**src/rtl/mem_access_unit.sv**
```systemverilog
// mem_access_unit: MEM stage; one load/store per handshake over a single-outstanding bus.
// Optional MEM_MISALIGN_CHECK_EN flags misaligned half/word accesses without touching the bus.
module mem_access_unit #(
    parameter int MEM_TIMEOUT = 255,
    parameter int ADDR_W      = 32
) (
    input  logic              clk,
    input  logic              reset,
    input  logic              in_valid,
    output logic              in_ready,
    input  logic [31:0]       pc_i,
    input  logic [ADDR_W-1:0] alu_result_i,
    input  logic [31:0]       rs2_data_i,
    input  logic [7:0]        Mem_WMask_i,
    input  logic [2:0]        Mem_RMask_i,
    input  logic [1:0]        sram_read_write_i,
    input  logic [3:0]        Gpr_Write_Addr_i,
    input  logic [2:0]        Gpr_Write_RD_i,
    input  logic              Gpr_Write_i,
    output logic              out_valid,
    input  logic              out_ready,
    output logic [31:0]       pc_o,
    output logic [31:0]       alu_result_o,
    output logic [31:0]       mem_rdata_o,
    output logic [3:0]        Gpr_Write_Addr_o,
    output logic [2:0]        Gpr_Write_RD_o,
    output logic              Gpr_Write_o,
    output logic              access_err_o,
    output logic              mem_req_valid,
    input  logic              mem_req_ready,
    output logic [ADDR_W-1:0] mem_req_addr,
    output logic              mem_req_wen,
    output logic [31:0]       mem_req_wdata,
    output logic [3:0]        mem_req_wstrb,
    input  logic              mem_resp_valid,
    input  logic [31:0]       mem_resp_rdata
);
    typedef enum logic [1:0] {S_IDLE, S_REQ, S_WAIT, S_OUT} state_t;
    localparam logic [7:0] TO = 8'(MEM_TIMEOUT);

    state_t state, state_nxt, acc_st;
    logic accept, go_mem, mis, timeout, gw_q, err_q, unused_bits;
    logic [31:0] pc_q, rs2_q, rdata_q, ext;
    logic [ADDR_W-1:0] alu_q;
    logic [1:0] size_q, rw_q, off;
    logic [2:0] rm_q, grd_q;
    logic [3:0] gaddr_q, base;
    logic [7:0] cnt, byte_v;
    logic [15:0] half_v;

    assign unused_bits = ^Mem_WMask_i[7:2];
    assign accept  = in_valid && in_ready;
    assign go_mem  = sram_read_write_i == 2'b01 || sram_read_write_i == 2'b10;
    assign timeout = (cnt + 8'd1) == TO;
    assign off     = alu_q[1:0];

`ifdef MEM_MISALIGN_CHECK_EN
    assign mis = go_mem && (sram_read_write_i == 2'b01
        ? ((Mem_RMask_i == 3'b011 || Mem_RMask_i == 3'b100) && alu_result_i[0]) ||
          (Mem_RMask_i == 3'b101 && alu_result_i[1:0] != 2'b00)
        : (Mem_WMask_i[1:0] == 2'b10 && alu_result_i[0]) ||
          (Mem_WMask_i[1:0] == 2'b11 && alu_result_i[1:0] != 2'b00));
`else
    assign mis = 1'b0;
`endif

    assign acc_st = (go_mem && !mis) ? S_REQ : S_OUT;

    always_ff @(posedge clk or negedge reset) begin
        if (!reset) state <= S_IDLE;
        else        state <= state_nxt;
    end

    always_comb begin
        state_nxt = state;
        unique case (state)
            S_IDLE: if (accept) state_nxt = acc_st;
            S_REQ:  if (mem_req_ready) state_nxt = S_WAIT;
            S_WAIT: if (mem_resp_valid || timeout) state_nxt = S_OUT;
            S_OUT:  if (out_ready) state_nxt = in_valid ? acc_st : S_IDLE;
        endcase
    end

    always_comb begin
        in_ready      = state == S_IDLE || (state == S_OUT && out_ready);
        out_valid     = state == S_OUT;
        mem_req_valid = state == S_REQ;
    end

    // Lane extraction uses the latched address; the response word is only sampled in WAIT.
    assign byte_v = 8'(mem_resp_rdata >> {off, 3'b000});
    assign half_v = off[1] ? mem_resp_rdata[31:16] : mem_resp_rdata[15:0];
    assign ext = rw_q != 2'b01 ? 32'd0 :
                 rm_q == 3'b001 ? {{24{byte_v[7]}}, byte_v} :
                 rm_q == 3'b010 ? {24'd0, byte_v} :
                 rm_q == 3'b011 ? {{16{half_v[15]}}, half_v} :
                 rm_q == 3'b100 ? {16'd0, half_v} :
                 rm_q == 3'b101 ? mem_resp_rdata : 32'd0;

    always_ff @(posedge clk or negedge reset) begin
        if (!reset) begin
            pc_q    <= '0;
            alu_q   <= '0;
            rs2_q   <= '0;
            size_q  <= '0;
            rm_q    <= '0;
            rw_q    <= '0;
            gaddr_q <= '0;
            grd_q   <= '0;
            gw_q    <= 1'b0;
            err_q   <= 1'b0;
            rdata_q <= '0;
            cnt     <= '0;
        end else begin
            cnt <= state == S_WAIT ? cnt + 8'd1 : 8'd0;
            if (accept) begin
                pc_q    <= pc_i;
                alu_q   <= alu_result_i;
                rs2_q   <= rs2_data_i;
                size_q  <= Mem_WMask_i[1:0];
                rm_q    <= Mem_RMask_i;
                rw_q    <= sram_read_write_i;
                gaddr_q <= Gpr_Write_Addr_i;
                grd_q   <= Gpr_Write_RD_i;
                gw_q    <= Gpr_Write_i;
                err_q   <= mis;
                rdata_q <= '0;
            end else if (state == S_WAIT && mem_resp_valid) begin
                rdata_q <= ext;
            end else if (state == S_WAIT && timeout) begin
                err_q <= 1'b1;
            end
        end
    end

    assign pc_o             = pc_q;
    assign alu_result_o     = 32'(alu_q);
    assign mem_rdata_o      = rdata_q;
    assign Gpr_Write_Addr_o = gaddr_q;
    assign Gpr_Write_RD_o   = grd_q;
    assign Gpr_Write_o      = gw_q && !err_q;
    assign access_err_o     = err_q;

    // Oversized strobes simply fall off the top lane (e.g. half at offset 3 -> 1000).
    assign base = size_q == 2'b01 ? 4'b0001 : size_q == 2'b10 ? 4'b0011 :
                  size_q == 2'b11 ? 4'b1111 : 4'b0000;
    assign mem_req_addr  = {alu_q[ADDR_W-1:2], 2'b00};
    assign mem_req_wen   = state == S_REQ && rw_q == 2'b10;
    assign mem_req_wstrb = mem_req_wen ? base << off : 4'b0000;
    assign mem_req_wdata = mem_req_wen ? rs2_q << {off, 3'b000} : 32'd0;
endmodule

```
**config.mk**
```make
export PLATFORM = sky130hd
export DESIGN_NAME = mem_access_unit
export DESIGN_NICKNAME = d
export VERILOG_FILES = /design/src/rtl/mem_access_unit.sv
export SDC_FILE = /design/constraint.sdc
export NUM_CORES = 1
export LEC_CHECK = 0
export BUFFER_PORTS_ARGS = -buffer_cell sky130_fd_sc_hd__buf_2
export CAP_MARGIN = 5
export CORE_ASPECT_RATIO = 0.7
export CORE_MARGIN = 1
export CORE_UTILIZATION = 48
export CTS_CLUSTER_SIZE = 10
export DETAILED_ROUTE_END_ITERATION = 6
export PLACE_DENSITY = 0.81
export SYNTH_ARGS = -nofsm -noshare
export SYNTH_HDL_FRONTEND = slang
export SYNTH_SLANG_ARGS = --single-unit
```
**constraint.sdc**
```tcl
create_clock -name clk -period 2 [get_ports clk]
set_input_delay 0.3 -clock clk [delete_from_list [all_inputs] [get_ports clk]]
set_output_delay 0.3 -clock clk [all_outputs]
set_load 0.01 [all_outputs]
```
Word-level counts from Yosys, hierarchy flattened
Cells that the tools add are included.

word-level totals
  output and inout port bits = 177
  word-level logic and storage cells = 78
  register bits = 154

operators by class
  muxes and demuxes = 25
  reductions and logical operators = 15
  equal/unequal tests = 21
  shift-type cells = 3
  add/subtract/negate cells = 1

operators by type and width
  cell                 count
  $mux 32              9
  $shl 32x5->32        1
  $shr 32x5->8         1
  $mux 16              1
  $mux 4               4
  $eq 2x2->1 const B   6
  $mux 2               6
  $add 8x1->8 const B  1
  $eq 8x8->1 const B   1
  $mux 8               1
  $pmux 2 s4           1
  $eq 2x1->1 const B   3
  $eq 3x2->1 const B   2
  $eq 3x3->1 const B   2
  $logic_and 1x1->1    6
  $ne 2x1->1 const B   3
  $ne 2x2->1 const B   3
  $reduce_and 4->1     1
  $reduce_bool 2->1    2
  $shl 4x2->4          1
  $eq 3x1->1 const B   1
  $logic_or 1x1->1     3
  $mux 1               3
  $logic_not 2->1      1
  other kinds (2)      2

Longest topological paths before layout
  depth in word-level cells = 9
  gate-level depth with buffers = 7

Worst setup path before layout
OpenSTA, ideal clock, no wires.

  kind = register to output
  from = register state[0]
  to = output mem_req_wdata[30]
  arrival = 1590 ps
  slack = 110 ps
  path buffers = 3
  stages on the path, launching flop included = 7
  cells stage by stage = dfrtp_1 buf_2 nor2b_1 nand3b_1 clkbuf_1 buf_1 a211oi_1

between the ends
  longest elaborated chain between the ends = 3

RTL lines
  what                    RTL line  source
  from (decl)             41        state_t state, state_nxt, acc_st;
  from (signal assigned)  71        else state <= state_nxt;
  $eq 2x1->1              --
  via mem_req_valid       29        output logic mem_req_valid,
  $logic_and 1x1->1       148       assign mem_req_wen = state == S_REQ && rw_q == 2'b10;
  $mux 32                 150       assign mem_req_wdata = mem_req_wen ? rs2_q << {off, 3'b000} : 32'd0;
  to (decl)               33        output logic [31:0] mem_req_wdata,

The timed path passes the listed nets, and every way through them passes these cells.

Worst setup path in the final report
  from = register state[0]
  to = output mem_req_wdata[4]

between the ends
  longest elaborated chain between the ends = 3

RTL lines
  what               RTL line
  $eq 2x1->1         148
  $logic_and 1x1->1  148
  $mux 32            150

No other way between the ends.

==> flow_summary.ini <==
[run_status]
status = finished, violations left
violations = setup timing

[layout]
drive_gt1_frac = 0.566
nFillCells = 1152
final_common_cell = buf_2
fin_nets = 1121
utilization = 0.678
syn2layout_area_growth_pct = 36.0
mostFrequentLayoutCells = buf_2 (319), dfrtp_1 (152), mux2_2 (114), nor2_1 (42), nand2_1 (42)

[floorplanning]
coreArea_mm2 = 0.0149
row_count = 37
dieArea_mm2 = 0.0160
die_w_um = 151
io_pins = 332
die_h_um = 106
start_util = 0.499

[setup_path]
crit_path_start = state[0]$_DFFE_PN0P_
cp_top_family = simple AND/OR/NAND/NOR gates
worst_setup_path_start_kind = flop
cp.arrival_ns = 1.77
path_depth = 7
rr_startpoint = state[0]$_DFFE_PN0P_
worstPathCellList = nor2b_4 > nand3b_1 > nand2b_4 > nor2_4 > buf_6 > and2_1 > buf_2
end_kind = output pin
slowest_stage = dfrtp_1
cp_slowest_stage_delay_ns = 0.38
cp.required_ns = 1.70
worst-path-buf-inv = 2
critPathMaxFanout = 8
reg2reg_depth = 5
path_class = flop to output pin

[global_routing]
grt_max_degree = 54
grt-ovfl-total = 0
grt_pass1_wl_um = 31200
grt_use_total = 0.250
first_global_vias = 6190
grt_antenna_before_repair = 2

[worst_hold_path]
min_path_cells = 2
hold_path.class = input port to flop
hold_path.startpoint = pc_i[23]

[clocking]
cts_root_buf = clkbuf_16
cts.path.max_buffers = 2
clkLatencyLatePin_ns = 0.41
tritoncts = yes
path_clk_slew_ns = 0.07
cts_max_level = 4
clkSinkCount = 154
cts_made_buffers = 17

[synthesis]
yosysWarnings = 0
ys_ff_latch = 154
syn_avg_cell_area_um2 = 11.6
synth_edf_count = 0
syn-cell-area_mm2 = 0.00744
yosysSeqAreaShare = 0.518
ys_async_sr_fraction = 1.00
synth_cell_types = 49
ys.flop_type = dfrtp_1
synthCells = 643

[place]
place_congestion = 0.873
hpwl_um = 14600
pre_cts_ws_ns = 0.220
port_buffers = 323

[route]
wire_per_inst_um = 17.1
drc = 0
wl_um = 20000
ant_nets = 0
drt_iter0_drc = 275
vias = 6103
first_pass_iters = 4
via_per_inst = 5.20

[timing]
finalHoldWorstSlack_ns = 0.118
fin_ws_ns = -0.0655
timing.fmax_mhz = 484
rsz0062_at_grt = yes
finalSetupViolations = 17
tightest_slew_ns = 0.547
period_minus_slack_ns = 2.07
hold_viol = 0
final_max_slew_viol_count = 0
post-route-period-util = 1.03
relSlewSlack = 0.634
skew_ns = 0.0139

[power]
leakagePower_nw = 5.03
p_total_w = 0.0160
powerDensity_mw_per_mm2 = 1580
ir_drop_mv = 0.819

[run]
maxCapViolations = 0
[cells by family after synthesis]
| logic type | count (synthesis) | synth area share |
|---|---|---|
| compound gates | 118 | 0.102 |
| xor+xnor | 7 | 0.00825 |
| fa+ha+maj | 2 | 0.00336 |
| buf+inv | 76 | 0.0621 |
| flops | 154 | 0.518 |
| mux | 145 | 0.216 |
| other cells | 1 | 0.000504 |
| simple gates | 140 | 0.0892 |
[final timing paths]
| kind | end | slack, ns |
|---|---|---|
| worst max-delay path | mem_req_wdata[4] | -0.07 |
| worst min-delay path | pc_o[23]$_DFFE_PN0N_ | 0.12 |
| worst max register to register | rs2_q[9]$_DFFE_PN0N_ | 0.10 |
| worst min register to register | mem_rdata_o[17]$_DFFE_PN0P_ | 0.47 |
| max in group asynchronous | pc_o[5]$_DFFE_PN0N_ | 0.91 |
| min in group asynchronous | cnt[4]$_DFF_PN0_ | 0.41 |
[cells in the mapped netlist (2+ instances only)]
cell / instances / area (um2)
mux2_2: 114 / 1280
nand2b_1: 8 / 50.1
o22ai_1: 2 / 12.5
o21ai_2: 2 / 17.5
nor2b_1: 13 / 81.3
dfrtp_1: 154 / 3850
a221oi_1: 8 / 70.1
nand4_1: 3 / 18.8
nor2_1: 46 / 173
buf_1: 2 / 7.51
buf_4: 40 / 300
o221ai_1: 7 / 61.3
nand2_1: 42 / 158
and2_1: 9 / 56.3
nand3_1: 5 / 25.0
nand3b_1: 3 / 22.5
inv_1: 5 / 18.8
o21ai_1: 2 / 10.0
o21ai_0: 28 / 140
nor3_1: 2 / 10.0
xor2_1: 4 / 35.0
ha_1: 2 / 25.0
and3_1: 2 / 12.5
a21oi_1: 36 / 180
clkbuf_1: 8 / 30.0
a211oi_1: 17 / 128
buf_2: 20 / 100
mux2i_1: 30 / 300
a22o_1: 7 / 61.3
xnor2_1: 3 / 26.3
[stage by stage]
step / setup TNS, ns / instances / instance area, um2
finish: -0.630 / 1173 / 10100
floorplan: 0 / 644 / 7440
global route: -3.27 / 1173 / 10100
detailed placement: 0 / 1127 / 9210
global placement: 0 / 1127 / 9210
CTS: -0.230 / 1169 / 9970
[power by group]
| group | internal, W | switching [W] | total [W] |
|---|---|---|---|
| clock | 0.00177 | 0.00142 | 0.00319 |
| sequential | 0.00447 | 0.000976 | 0.00544 |
| combinational | 0.00367 | 0.00370 | 0.00737 |
| total | 0.00991 | 0.00610 | 0.0160 |
[per-layer routing]
layer,vias to the layer above,part of all wire,global-route usage
met3,18,0.073,0.0622
met4,2,0.012,0.0700
met1,2968,0.41,0.309
li1,2891,-,-
met2,224,0.50,0.432
met5,-,0.00085,0
[what timing repair did]
item / 4_1_cts / 5_1_grt
hold buffers: 1 / 0
cloned: 0 / 1
endpoints found under the hold margin: 46 / 0
buffers inserted: 9 / 2
resized for setup: 23 / 25
pin swaps: 2 / 5
endpoints found under the setup margin: 33 / 44
[registers in the layout, indices dropped and copies added, names as in the netlist]
name and flops:
cnt 8, rm_q 3, size_q 2, pc_o 32, access_err_o 1, rs2_q 32, alu_result_o 32, gw_q 1
mem_rdata_o 32, rw_q 2, Gpr_Write_Addr_o 4, state 2, Gpr_Write_RD_o 3
[layout make-up]
class	count	area, um2	share of cell area
clock buffers	17	425	0.0421
well taps	195	244	0.0241
multi-input cells	414	3260	0.322
repair buffers	372	2150	0.213
flip-flops and latches	154	3860	0.381
clock inverters	15	155	0.0153
inverters	5	18.8	0.00186
diodes	1	2.50	0.000247
[worst reg2reg max path: stages, from the launching register on]
cell	delay, ns
dfrtp_1	0.40
buf_4	0.16
and3_1	0.20
o21ai_4	0.25
buf_4	0.38
mux2_2	0.40
Power figures use the tool's default switching activity.
